===== config.mk =====
export PLATFORM = sky130hd
export DESIGN_NAME = stopwatch_ctrl
export DESIGN_NICKNAME = d
export VERILOG_FILES = /design/src/rtl/stopwatch_ctrl_pkg.sv /design/src/rtl/stopwatch_ctrl_btn_debounce.sv /design/src/rtl/stopwatch_ctrl.sv
export SDC_FILE = /design/constraint.sdc
export NUM_CORES = 1
export LEC_CHECK = 0
export CAP_MARGIN = 0
export CORE_MARGIN = 1
export CORE_UTILIZATION = 30
export CTS_CLUSTER_SIZE = 40
export DETAILED_ROUTE_END_ITERATION = 10
export SLEW_MARGIN = 10
export SYNTH_ARGS = -nofsm -noshare
export SYNTH_HDL_FRONTEND = slang
export SYNTH_SLANG_ARGS = --single-unit

===== constraint.sdc =====
create_clock -name clk -period 2.7 [get_ports clk]
set_input_delay 0.54 -clock clk [delete_from_list [all_inputs] [get_ports clk]]
set_output_delay 0.54 -clock clk [all_outputs]
set_load 0.02 [all_outputs]

===== src/rtl/stopwatch_ctrl_pkg.sv =====
// stopwatch_ctrl_pkg: state encodings and shared constants for the stopwatch front panel
package stopwatch_ctrl_pkg;
  localparam logic [1:0] S_IDLE  = 2'd0;
  localparam logic [1:0] S_RUN   = 2'd1;
  localparam logic [1:0] S_PAUSE = 2'd2;
  localparam logic [1:0] S_LAP   = 2'd3;
  localparam int DEBOUNCE_DEFAULT = 250000;
  function automatic int cnt_w(input int n);
    return n > 1 ? $clog2(n) : 1;
  endfunction
endpackage


===== src/rtl/stopwatch_ctrl_btn_debounce.sv =====
// btn_debounce: 2-flop sync, stable-count debounce and one-cycle press pulse
module btn_debounce
  import stopwatch_ctrl_pkg::*;
#(
  parameter int DEBOUNCE_CYCLES = DEBOUNCE_DEFAULT
) (
  input  logic clk,
  input  logic reset,
  input  logic btn,
  output logic press
);
  localparam int CW = cnt_w(DEBOUNCE_CYCLES);
  logic s1, s2, lvl, lvl_d, armed;
  logic [1:0] vld;
  logic [CW-1:0] cnt;
  // armed blocks a button still held through reset from pressing until it is seen released
  always_ff @(posedge clk) begin
    if (reset) begin
      {s1, s2, lvl, lvl_d, armed, press} <= '0;
      vld <= '0;
      cnt <= '0;
    end else begin
      s1 <= btn;
      s2 <= s1;
      vld <= {vld[0], 1'b1};
      lvl_d <= lvl;
      press <= lvl & ~lvl_d & armed;
      armed <= armed | (vld[1] & ~s2 & ~lvl);
      if (s2 == lvl) cnt <= '0;
      else if (cnt == CW'(DEBOUNCE_CYCLES - 1)) begin
        lvl <= s2;
        cnt <= '0;
      end else cnt <= cnt + 1'b1;
    end
  end
endmodule


===== src/rtl/stopwatch_ctrl.sv =====
// stopwatch_ctrl: button-driven run/pause/lap sequencer and display source select for the timer
module stopwatch_ctrl
  import stopwatch_ctrl_pkg::*;
#(
  parameter int DEBOUNCE_CYCLES = DEBOUNCE_DEFAULT,
  parameter int W = 8
) (
  input  logic         clk,
  input  logic         reset,
  input  logic         btn_ss,
  input  logic         btn_lap,
  input  logic         btn_clr,
  input  logic [W-1:0] th_in,
  input  logic [W-1:0] tm_in,
  input  logic [W-1:0] ts_in,
  output logic         tmr_ss,
  output logic         tmr_reset,
  output logic [W-1:0] disp_h,
  output logic [W-1:0] disp_m,
  output logic [W-1:0] disp_s,
  output logic         running,
  output logic         frozen
);
  logic p_ss, p_lap, p_clr, ss_nxt, rst_nxt;
  logic [1:0] state, nxt;
  logic [3*W-1:0] latch, latch_nxt, live;
  btn_debounce #(.DEBOUNCE_CYCLES(DEBOUNCE_CYCLES)) u_ss  (.clk(clk), .reset(reset), .btn(btn_ss),  .press(p_ss));
  btn_debounce #(.DEBOUNCE_CYCLES(DEBOUNCE_CYCLES)) u_lap (.clk(clk), .reset(reset), .btn(btn_lap), .press(p_lap));
  btn_debounce #(.DEBOUNCE_CYCLES(DEBOUNCE_CYCLES)) u_clr (.clk(clk), .reset(reset), .btn(btn_clr), .press(p_clr));
  // clr wins over ss, ss over lap; losers in the same cycle are dropped
  always_comb begin
    live = {th_in, tm_in, ts_in};
    nxt = state;
    latch_nxt = latch;
    ss_nxt = 1'b0;
    rst_nxt = 1'b0;
    if (p_clr) begin
      nxt = S_IDLE;
      rst_nxt = 1'b1;
      latch_nxt = state == S_LAP ? '0 : latch;
    end else if (p_ss) begin
      ss_nxt = 1'b1;
      nxt = (state == S_IDLE || state == S_PAUSE) ? S_RUN : S_PAUSE;
    end else if (p_lap && state == S_RUN) begin
      nxt = S_LAP;
      latch_nxt = live;
    end else if (p_lap && state == S_LAP) nxt = S_RUN;
  end
  always_ff @(posedge clk) begin
    if (reset) begin
      state <= S_IDLE;
      latch <= '0;
      {tmr_ss, tmr_reset, running, frozen} <= '0;
      {disp_h, disp_m, disp_s} <= '0;
    end else begin
      state <= nxt;
      latch <= latch_nxt;
      tmr_ss <= ss_nxt;
      tmr_reset <= rst_nxt;
      {disp_h, disp_m, disp_s} <= nxt == S_LAP ? latch_nxt : live;
      running <= nxt == S_RUN || nxt == S_LAP;
      frozen <= nxt == S_LAP;
    end
  end
endmodule


==> results of run 1 <==
## final timing paths
kind,start,endpoint,cells past startpoint
hold / removal,u_lap.lvl_d,u_lap.press,1
hold reg to reg,u_lap.lvl_d,u_lap.press,1
setup / recovery,state[0],running,1
setup reg to reg,u_lap.cnt[9],u_lap.cnt[13],5
## final cells by class
cell class	instances	area share (%)
Clock buffer	24	7.624
Clock inverter	6	0.9117
Inverter	14	0.8147
Multi-Input combinational cell	376	37.34
Sequential cell	127	39.42
Tap cell	220	4.268
Timing Repair Buffer	64	9.622
## logic make-up (layout without fill, tap and decap cells)
logic type	after synthesis	count (layout)	share of synthesized area [%]
flops	127	127	49.88
xor+xnor	43	43	7.388
buf+inv	38	108	3.264
simple gates	202	202	20.47
compound gates	101	101	12.96
mux	27	27	5.302
fa+ha+maj	3	3	0.7365
## sequential cells by signal (all words and copies together), names as in the netlist, 2 cells and up
register	flops
latch	24
disp_s	8
u_lap.cnt	18
u_ss.cnt	18
disp_h	8
u_clr.cnt	18
state	2
disp_m	8
## cells in the mapped netlist (5+ instances only)
library cell	count
dfxtp_1	127
nor2_1	85
a21oi_1	37
xnor2_1	36
o21ai_0	30
mux2i_1	27
a2bb2oi_1	24
nand3_1	20
clkbuf_1	18
nand2_1	16
nor4_1	15
inv_1	14
nand4_1	12
or3_1	10
nor2b_1	9
nor3_1	8
xor2_1	7
or4_1	5
## power by group through the flow
stage | sequential [mW] | combinational, mW | clock, mW
finish | 1.92 | 0.167 | 2.11
global route | 1.92 | 0.181 | 2.25
CTS | 1.92 | 0.169 | 2.16
detailed placement | 1.96 | 0.168 | 0
global placement | 1.96 | 0.166 | 0
floorplan | 1.98 | 0.0473 | 0
## routing by layer
metal | part of all wire, % | global-route usage, % | up-vias
met4 | 0.92 | 5.492 | 0
met3 | 5.7 | 5.267 | 10
met5 | 0 | 0 | -
met1 | 46 | 14.76 | 1910
li1 | - | - | 2030
met2 | 47 | 21.40 | 75
## metrics by stage
step / hold slack (ns) / total power [mW] / cell area [um^2]
final: 0.3962 / 4.191 / 6450
after global placement: 0.3850 / 2.123 / 5899
after CTS: 0.4006 / 4.247 / 6450
after detailed placement: 0.3892 / 2.124 / 5899
after global routing: 0.4075 / 4.348 / 6450
after floorplan: 0.3721 / 2.026 / 5097
## worst register-to-register path: stages (launching register included)
cell     delay, ns
dfxtp_1       0.36
nor4b_1       0.31
nand4_1       0.22
o41ai_4       0.67
buf_4         0.27
nor2_1        0.07
==> results.json, run 1 <==
{
  "slowest_delay_ns": 0.69,
  "die_y_um": 132.4,
  "port_buffers": 56,
  "drive_gt1_share_pct": 7.529,
  "crit_buf_inv": 1,
  "cap_violations": 0,
  "clock-sinks": 127,
  "finalSetupViolations": 0,
  "power_frac_comb_pct": 4.0,
  "first_iter_violations": 190,
  "hpwl_um": 7165,
  "synth_fp_nets": 573,
  "rows": 47,
  "final_cell_mix": "dfxtp_1, nor2_1, clkdlybuf4s50_1, a21oi_1, xnor2_1",
  "ctsHoldBuffers": 0,
  "place_inst": 801,
  "clockBufferDepth": 2,
  "synthCells": 541,
  "antenna_found_initial": 0,
  "leakage_nw": 2.136,
  "yosys_register_bits": 127,
  "root_buffer": "clkbuf_16",
  "drt-pass1-iter-count": 6,
  "drtAntennaViolNets": 0,
  "crit_chain": "clkdlybuf4s50_1",
  "grt_pass1_vias": 4052,
  "yosysSeqAreaShare_pct": 49.88,
  "dieArea_um2": 17520,
  "grt_usage_pct": 12.96,
  "synth_cell_types": 42,
  "diodes": 0,
  "tightest_slew_ns": 0.7408,
  "setup_slack_ns": 0.6117,
  "yosysTopAreaCell": "dfxtp_1",
  "critPathArrivalTime_ns": 1.55,
  "skew_ns": 0.007193,
  "status": "complete, no violations",
  "register_area_um2": 2542,
  "multi_input_area_um2": 2409,
  "vdd_drop_max_v": 0.0005001,
  "p_per_area_nw_per_um2": 649.8,
  "area_delta_synth_final_pct": 26.53,
  "p_int_mw": 3.340,
  "synth-edff-count": 0,
  "vias_per_cell": 4.844,
  "synth.top_cell.area_share_pct": 49.88,
  "drv_slew": 0,
  "clk_pin_slew_ns": 0.05,
  "place_congestion": 0.7968,
  "netSwitchingPower_uw": 851.1,
  "postCtsSetupRepairBufs": 0,
  "core-area_um2": 16580,
  "cts_buffers": 17,
  "cts_tree": "done",
  "finalCritPeriodShare_pct": 77.34,
  "grt_pass1_wl_um": 18300,
  "post_cts_resized": 0,
  "p_seq_share_pct": 45.8,
  "p_clk_share_pct": 50.2,
  "initial_core_util_pct": 30.74,
  "die_width_um": 132.4,
  "nets": 632,
  "max_clock_freq_ghz": 0.4789,
  "synth_area_um2": 5097,
  "cp-end-kind": "primary output",
  "switching_share_pct": 20.31,
  "h-tree-depth": 4,
  "fin_crit_ns": 2.088,
  "place_ws_ns": 0.7082,
  "utilization_pct": 38.89,
  "hold_class": "flop to flop",
  "synth.area.top_cells": "dfxtp_1, nor2_1, xnor2_1",
  "pin_count": 57,
  "yosys_warnings": 0,
  "crit_slowest_cell": "clkdlybuf4s50_1",
  "yosys_most_used_dff": "dfxtp_1",
  "finalHoldViolCount": 0,
  "setup-tns-final_ns": 0,
  "drcViolationCount": 0,
  "crit_family": "buffers and inverters",
  "rrSetupSlack_ns": 0.70,
  "layout_commonest_cell": "dfxtp_1",
  "avgRoutedWirePerCell_um": 12.85,
  "grt_start_max_net_pins": 49,
  "vias": 4025,
  "critPathRequiredTime_ns": 2.16,
  "fillers": 1636,
  "wl_um": 10680,
  "slew_headroom_pct": 50.47,
  "worstPathMaxFanout": 7,
  "stdcell_count": 831,
  "cp-start-kind": "flop",
  "critical_path_class": "flop to primary output",
  "rsz0062_at_grt": "no",
  "synth_area_per_cell_um2": 9.422,
  "async_flop_share_pct": 0,
  "overflow": 0,
  "clock_latency_ns": 0.41
}
Note: power is estimated with default switching activity, not from simulation.
==> run 2: changes to the inputs <==
==> constraint.sdc (replaced) <==
create_clock -name clk -period 2 [get_ports clk]
set_input_delay 0.4 -clock clk [delete_from_list [all_inputs] [get_ports clk]]
set_output_delay 0.4 -clock clk [all_outputs]
set_load 0.02 [all_outputs]
==> run 2 against run 1 <==
  * Hold slack lost 0.0021 ns
  * Highest routed layer unchanged
  * Utilization grew 1.0 points
  * Cell count grew 1.6%
  * Design area grew 2.7%
  * Critical path type is now flop to flop
  * Register-to-register slack lost 0.59 ns
  * Non-clock buffer count grew 11
  * Largest cell class unchanged
  * Global-route usage grew 0.37 points
  * Total power grew 41%
  * Via count grew 2.2%
  * Clock skew grew 0.0071 ns
  * Clock power grew 47%
  * Combinational power grew 40%
==> results.json, run 2 (same netlist as run 1, synthesis figures left out) <==
{
  "status": "complete, no violations",
  "grt_start_max_net_pins": 49,
  "initial_core_util_pct": 30.74,
  "place_inst": 812,
  "clock_latency_ns": 0.42,
  "avgRoutedWirePerCell_um": 12.97,
  "utilization_pct": 39.94,
  "tightest_slew_ns": 0.7261,
  "finalCritPeriodShare_pct": 94.67,
  "diodes": 0,
  "fin_crit_ns": 1.893,
  "overflow": 0,
  "critPathRequiredTime_ns": 2.33,
  "antenna_found_initial": 0,
  "grt_pass1_wl_um": 19020,
  "critical_path_class": "flop to flop",
  "drive_gt1_share_pct": 9.936,
  "drcViolationCount": 0,
  "cp-start-kind": "flop",
  "root_buffer": "clkbuf_16",
  "place_congestion": 0.7967,
  "wl_um": 10940,
  "p_per_area_nw_per_um2": 895.0,
  "drtAntennaViolNets": 0,
  "cp-end-kind": "flop",
  "layout_commonest_cell": "dfxtp_1",
  "nets": 643,
  "grt_usage_pct": 13.34,
  "hpwl_um": 7347,
  "slew_headroom_pct": 51.45,
  "area_delta_synth_final_pct": 29.92,
  "reg2reg_depth": 5,
  "final_cell_mix": "dfxtp_1, nor2_1, clkdlybuf4s50_1, a21oi_1, xnor2_1",
  "vias_per_cell": 4.873,
  "holdPathEnd": "u_clr.press",
  "clock-sinks": 127,
  "die_y_um": 132.4,
  "cts_buffers": 17,
  "finalHoldViolCount": 0,
  "drv_slew": 0,
  "clockBufferDepth": 2,
  "largest_register_ff_count": 24,
  "skew_ns": 0.01433,
  "dieArea_um2": 17520,
  "timing.rr.end": "u_clr.cnt[16]",
  "drt-pass1-iter-count": 4,
  "hold_class": "flop to flop",
  "r2r-start": "u_clr.cnt[0]",
  "crit_chain": "ha_2 -> nand3_1 -> or3_1 -> or4_1 -> a21oi_1",
  "core-area_um2": 16580,
  "critPathArrivalTime_ns": 2.22,
  "stdcell_count": 844,
  "regMostFlops": "latch",
  "crit_slowest_cell": "or4_1",
  "h-tree-depth": 4,
  "finalSetupViolations": 0,
  "postPlaceCellArea_um2": 6020,
  "rows": 47,
  "final_area_um2": 6623,
  "max_clock_freq_ghz": 0.5281,
  "pin_count": 57,
  "first_iter_violations": 187,
  "vias": 4113,
  "hp-start": "u_clr.lvl_d",
  "grt_pass1_vias": 4081,
  "die_width_um": 132.4,
  "port_buffers": 56,
  "ctsHoldBuffers": 0,
  "slowest_delay_ns": 0.49,
  "report.power.total_mw": 5.927,
  "leakage_nw": 2.235,
  "rrSetupSlack_ns": 0.11,
  "worstPathMaxFanout": 4,
  "hold_depth": 1,
  "clk_pin_slew_ns": 0.06,
  "cap_violations": 0,
  "cts_tree": "done",
  "vdd_drop_max_v": 0.0005068
}
-- run 2: cell types whose count changed in the layout (fill, tap and decap cells not counted), sizes merged, moves of 2 or more --
| cell | delta |
|---|---|
| buf | +11 |
| clkbuf | -4 |
| clkinv | +3 |
| bufinv | +2 |
-- run 2: what timing repair did --
item,CTS,global route
gates resized for setup,0,2
endpoints found under the hold margin,0,0
setup buffers,0,0
endpoints found under the setup margin,0,2
-- run 2: how the worst max path moves through the flow --
stage                       from            end  slack, ns
finish              u_clr.cnt[0]  u_clr.cnt[16]       0.11
global route        u_clr.cnt[0]  u_clr.cnt[16]      -0.01
CTS                     state[0]        running       0.01
detailed placement         reset  u_clr.cnt[17]        0.1
global placement    u_clr.cnt[0]  u_clr.cnt[16]       0.14
floorplan           u_lap.cnt[0]  u_lap.cnt[16]       0.24
-- run 2: area by class of cell --
class                   instances  area [um^2]
fillers                      1636         9961
clock buffers                  20        456.7
clock inverters                12        141.4
flip-flops and latches        127         2542
well taps                     220        275.3
inverters                      14        52.55
multi-input cells             376         2411
repair buffers                 75        743.2
-- run 2: report_power, final --
part	switching, mW	leakage (nW)	internal, mW
Combinational	0.110	0.904	0.123
Clock	1.10	0.299	2.01
Sequential	0.0156	1.03	2.57
Total	1.22	2.24	4.70
-- run 2: metal layers --
layer / vias to the layer above / part of all wire [%] / GRT usage [%]
met2: 90 / 47 / 21.40
met3: 12 / 5.3 / 4.844
met1: 1948 / 46 / 16.08
li1: 2063 / - / -
met4: 0 / 1.2 / 5.556
met5: - / 0 / 0
-- run 2: worst max-delay path, delay by kind of cell, from the launching register on --
family	cells	cell delay, ns
flops	1	0.37
compound gates	1	0.15
fa+ha+maj	1	0.23
simple gates	3	1.06
-- run 2: stage by stage --
stage          setup WS, ns  hold WS [ns]  TNS (ns)
6_report             0.1066        0.3941         0
3_5_place_dp        0.09630        0.3897         0
3_3_place_gp         0.1443        0.3836         0
5_1_grt            -0.01007        0.4287  -0.01007
2_1_floorplan        0.2444        0.3721         0
4_1_cts             0.01327        0.4010         0
==> run 3: changes to the inputs <==
--- a/config.mk
+++ b/config.mk
@@ -6,7 +6,7 @@
 export NUM_CORES = 1
 export LEC_CHECK = 0
 export CAP_MARGIN = 0
-export CORE_MARGIN = 1
+export CORE_MARGIN = 8
 export CORE_UTILIZATION = 30
 export CTS_CLUSTER_SIZE = 40
 export DETAILED_ROUTE_END_ITERATION = 10
==> run 3 against run 2 <==
  * Combinational power about the same
  * Wire length up 5.6%
  * Hold slack worse by 0.0056 ns
  * Sequential power about the same
  * Critical path depth did not move
  * Clock-buffer cell count rose by 3
  * Utilization down 0.26 points
  * Cell count decreased by 0.12%
  * First-iteration DRC count increased by 33%
  * Design area shrank 0.64%
  * Largest power group unchanged
==> results.json, run 3 (same netlist as run 1, synthesis figures left out) <==
{
  "dieArea_um2": 21420,
  "status": "complete, no violations",
  "cap_violations": 0,
  "regMostFlops": "latch",
  "rows": 47,
  "postCtsSetupRepairBufs": 0,
  "p_per_area_nw_per_um2": 890.8,
  "grt_pass1_wl_um": 19400,
  "cts_tree": "done",
  "setup-tns-final_ns": 0,
  "initial_core_util_pct": 30.74,
  "p_clk_share_pct": 51.9,
  "h-tree-depth": 4,
  "setup_slack_ns": 0.1560,
  "leakage_nw": 2.196,
  "finalHoldViolCount": 0,
  "max_clock_freq_ghz": 0.5423,
  "drive_gt1_share_pct": 9.310,
  "worstPathMaxFanout": 4,
  "nets": 642,
  "finalCritPeriodShare_pct": 92.20,
  "final_cell_mix": "dfxtp_1, nor2_1, clkdlybuf4s50_1, a21oi_1, xnor2_1",
  "power_frac_comb_pct": 4.0,
  "slew_headroom_pct": 65.85,
  "drcViolationCount": 0,
  "slowest_delay_ns": 0.48,
  "area_delta_synth_final_pct": 29.09,
  "vias_per_cell": 4.849,
  "core-area_um2": 16580,
  "clock_latency_ns": 0.42,
  "diodes": 0,
  "switching_share_pct": 21.13,
  "drv_slew": 0,
  "hold_class": "flop to flop",
  "pin_count": 57,
  "root_buffer": "clkbuf_16",
  "hpwl_um": 7775,
  "fillers": 1624,
  "drt-pass1-iter-count": 4,
  "rsz0062_at_grt": "no",
  "skew_ns": 0.007306,
  "wl_um": 11560,
  "place_congestion": 0.8163,
  "finalSetupViolations": 0,
  "grt_start_max_net_pins": 49,
  "avgRoutedWirePerCell_um": 13.71,
  "clock-sinks": 127,
  "clockBufferDepth": 2,
  "fin_crit_ns": 1.844,
  "place_ws_ns": 0.1005,
  "vdd_drop_max_v": 0.0005647,
  "grt_pass1_vias": 4129,
  "vias": 4088,
  "drtAntennaViolNets": 0,
  "first_iter_violations": 248,
  "p_int_mw": 4.623,
  "netSwitchingPower_mw": 1.239,
  "cts_buffers": 17,
  "critical_path_class": "flop to flop",
  "crit_slowest_cell": "or4_1",
  "cp-end-kind": "flop",
  "critPathRequiredTime_ns": 2.34,
  "grt_usage_pct": 10.96,
  "crit_chain": "ha_1 -> nand3_1 -> or3_1 -> or4_1 -> a21oi_1",
  "crit_buf_inv": 0,
  "layout_commonest_cell": "dfxtp_1",
  "crit_family": "simple AND/OR/NAND/NOR gates",
  "overflow": 0,
  "die_width_um": 146.4,
  "tightest_slew_ns": 0.5098,
  "clk_pin_slew_ns": 0.06,
  "critPathArrivalTime_ns": 2.19,
  "p_seq_share_pct": 44.1,
  "antenna_found_initial": 0,
  "die_y_um": 146.4,
  "cp-start-kind": "flop",
  "largest_register_ff_count": 24,
  "port_buffers": 56
}
==> run 3: changes by cell type in the layout (fill, tap and decap cells not counted) <==
| cell | change |
|---|---|
| clkinv_2 | -4 |
| buf_12 | -2 |
| dlygate4sd2_1 | +1 |
| ha_1 | +1 |
| dlymetal6s2s_1 | -1 |
| buf_4 | +1 |
| bufinv_16 | -1 |
| clkinvlp_4 | +1 |
| clkbuf_8 | +1 |
| o211ai_2 | -1 |
| ha_2 | -1 |
| o211ai_4 | +1 |
| inv_6 | +1 |
| clkbuf_1 | +2 |
==> run 3: stage by stage <==
step	std cells	total power [mW]	cell area, um^2	utilization [%]	hold slack (ns)
after floorplan	541	2.735	5097	-	0.3721
after global placement	811	2.872	5987	36.10	0.3812
after detailed placement	811	2.874	5987	36.10	0.3815
after CTS	843	5.917	6571	39.63	0.3918
after global routing	843	6.021	6580	39.68	0.4101
final	843	5.862	6580	39.68	0.3886
==> run 3: final cells by class <==
cell class,instances,area (um^2),share of cell area [%]
multi-input cells,376,2417,36.74
clock inverters,9,107.6,1.635
repair buffers,74,706.9,10.74
clock buffers,23,478.0,7.264
flip-flops and latches,127,2542,38.64
inverters,14,52.55,0.7986
well taps,220,275.3,4.183
==> run 3: worst reg2reg max path, delay by kind of cell (launching register included) <==
kind            cells  cell delay (ns)
simple gates        3             1.05
compound gates      1             0.16
fa+ha+maj           1             0.18
flops               1             0.37
==> run 3: metal layers <==
layer | routed length [um] | up-vias | global-route usage, %
met5 | 0 | - | 0
li1 | - | 2049 | -
met2 | 5353 | 89 | 17.85
met1 | 5208 | 1934 | 12.22
met4 | 232 | 0 | 5.461
met3 | 763 | 16 | 4.388
==> run 3: power groups by stage <==
stage	clock network, mW	registers [mW]	logic (mW)
detailed placement	0	2.64	0.232
global placement	0	2.64	0.230
global route	3.18	2.59	0.252
finish	3.04	2.59	0.232
floorplan	0	2.67	0.0639
CTS	3.10	2.59	0.234
==> run 3: final timing paths <==
| kind | startpoint | endpoint | slack (ns) | cells past startpoint |
|---|---|---|---|---|
| max | u_clr.cnt[0] | u_clr.cnt[16] | 0.16 | 5 |
| min | u_clr.lvl_d | u_clr.press | 0.39 | 1 |
| max reg2reg | u_clr.cnt[0] | u_clr.cnt[16] | 0.16 | 5 |
| min reg2reg | u_clr.lvl_d | u_clr.press | 0.39 | 1 |
==> run 3: repair_timing <==
item | in CTS | in global routing
resized for setup | 1 | 1
endpoints found under the hold margin | 0 | 0
setup endpoints to repair | 1 | 18
hold buffers | 0 | 0
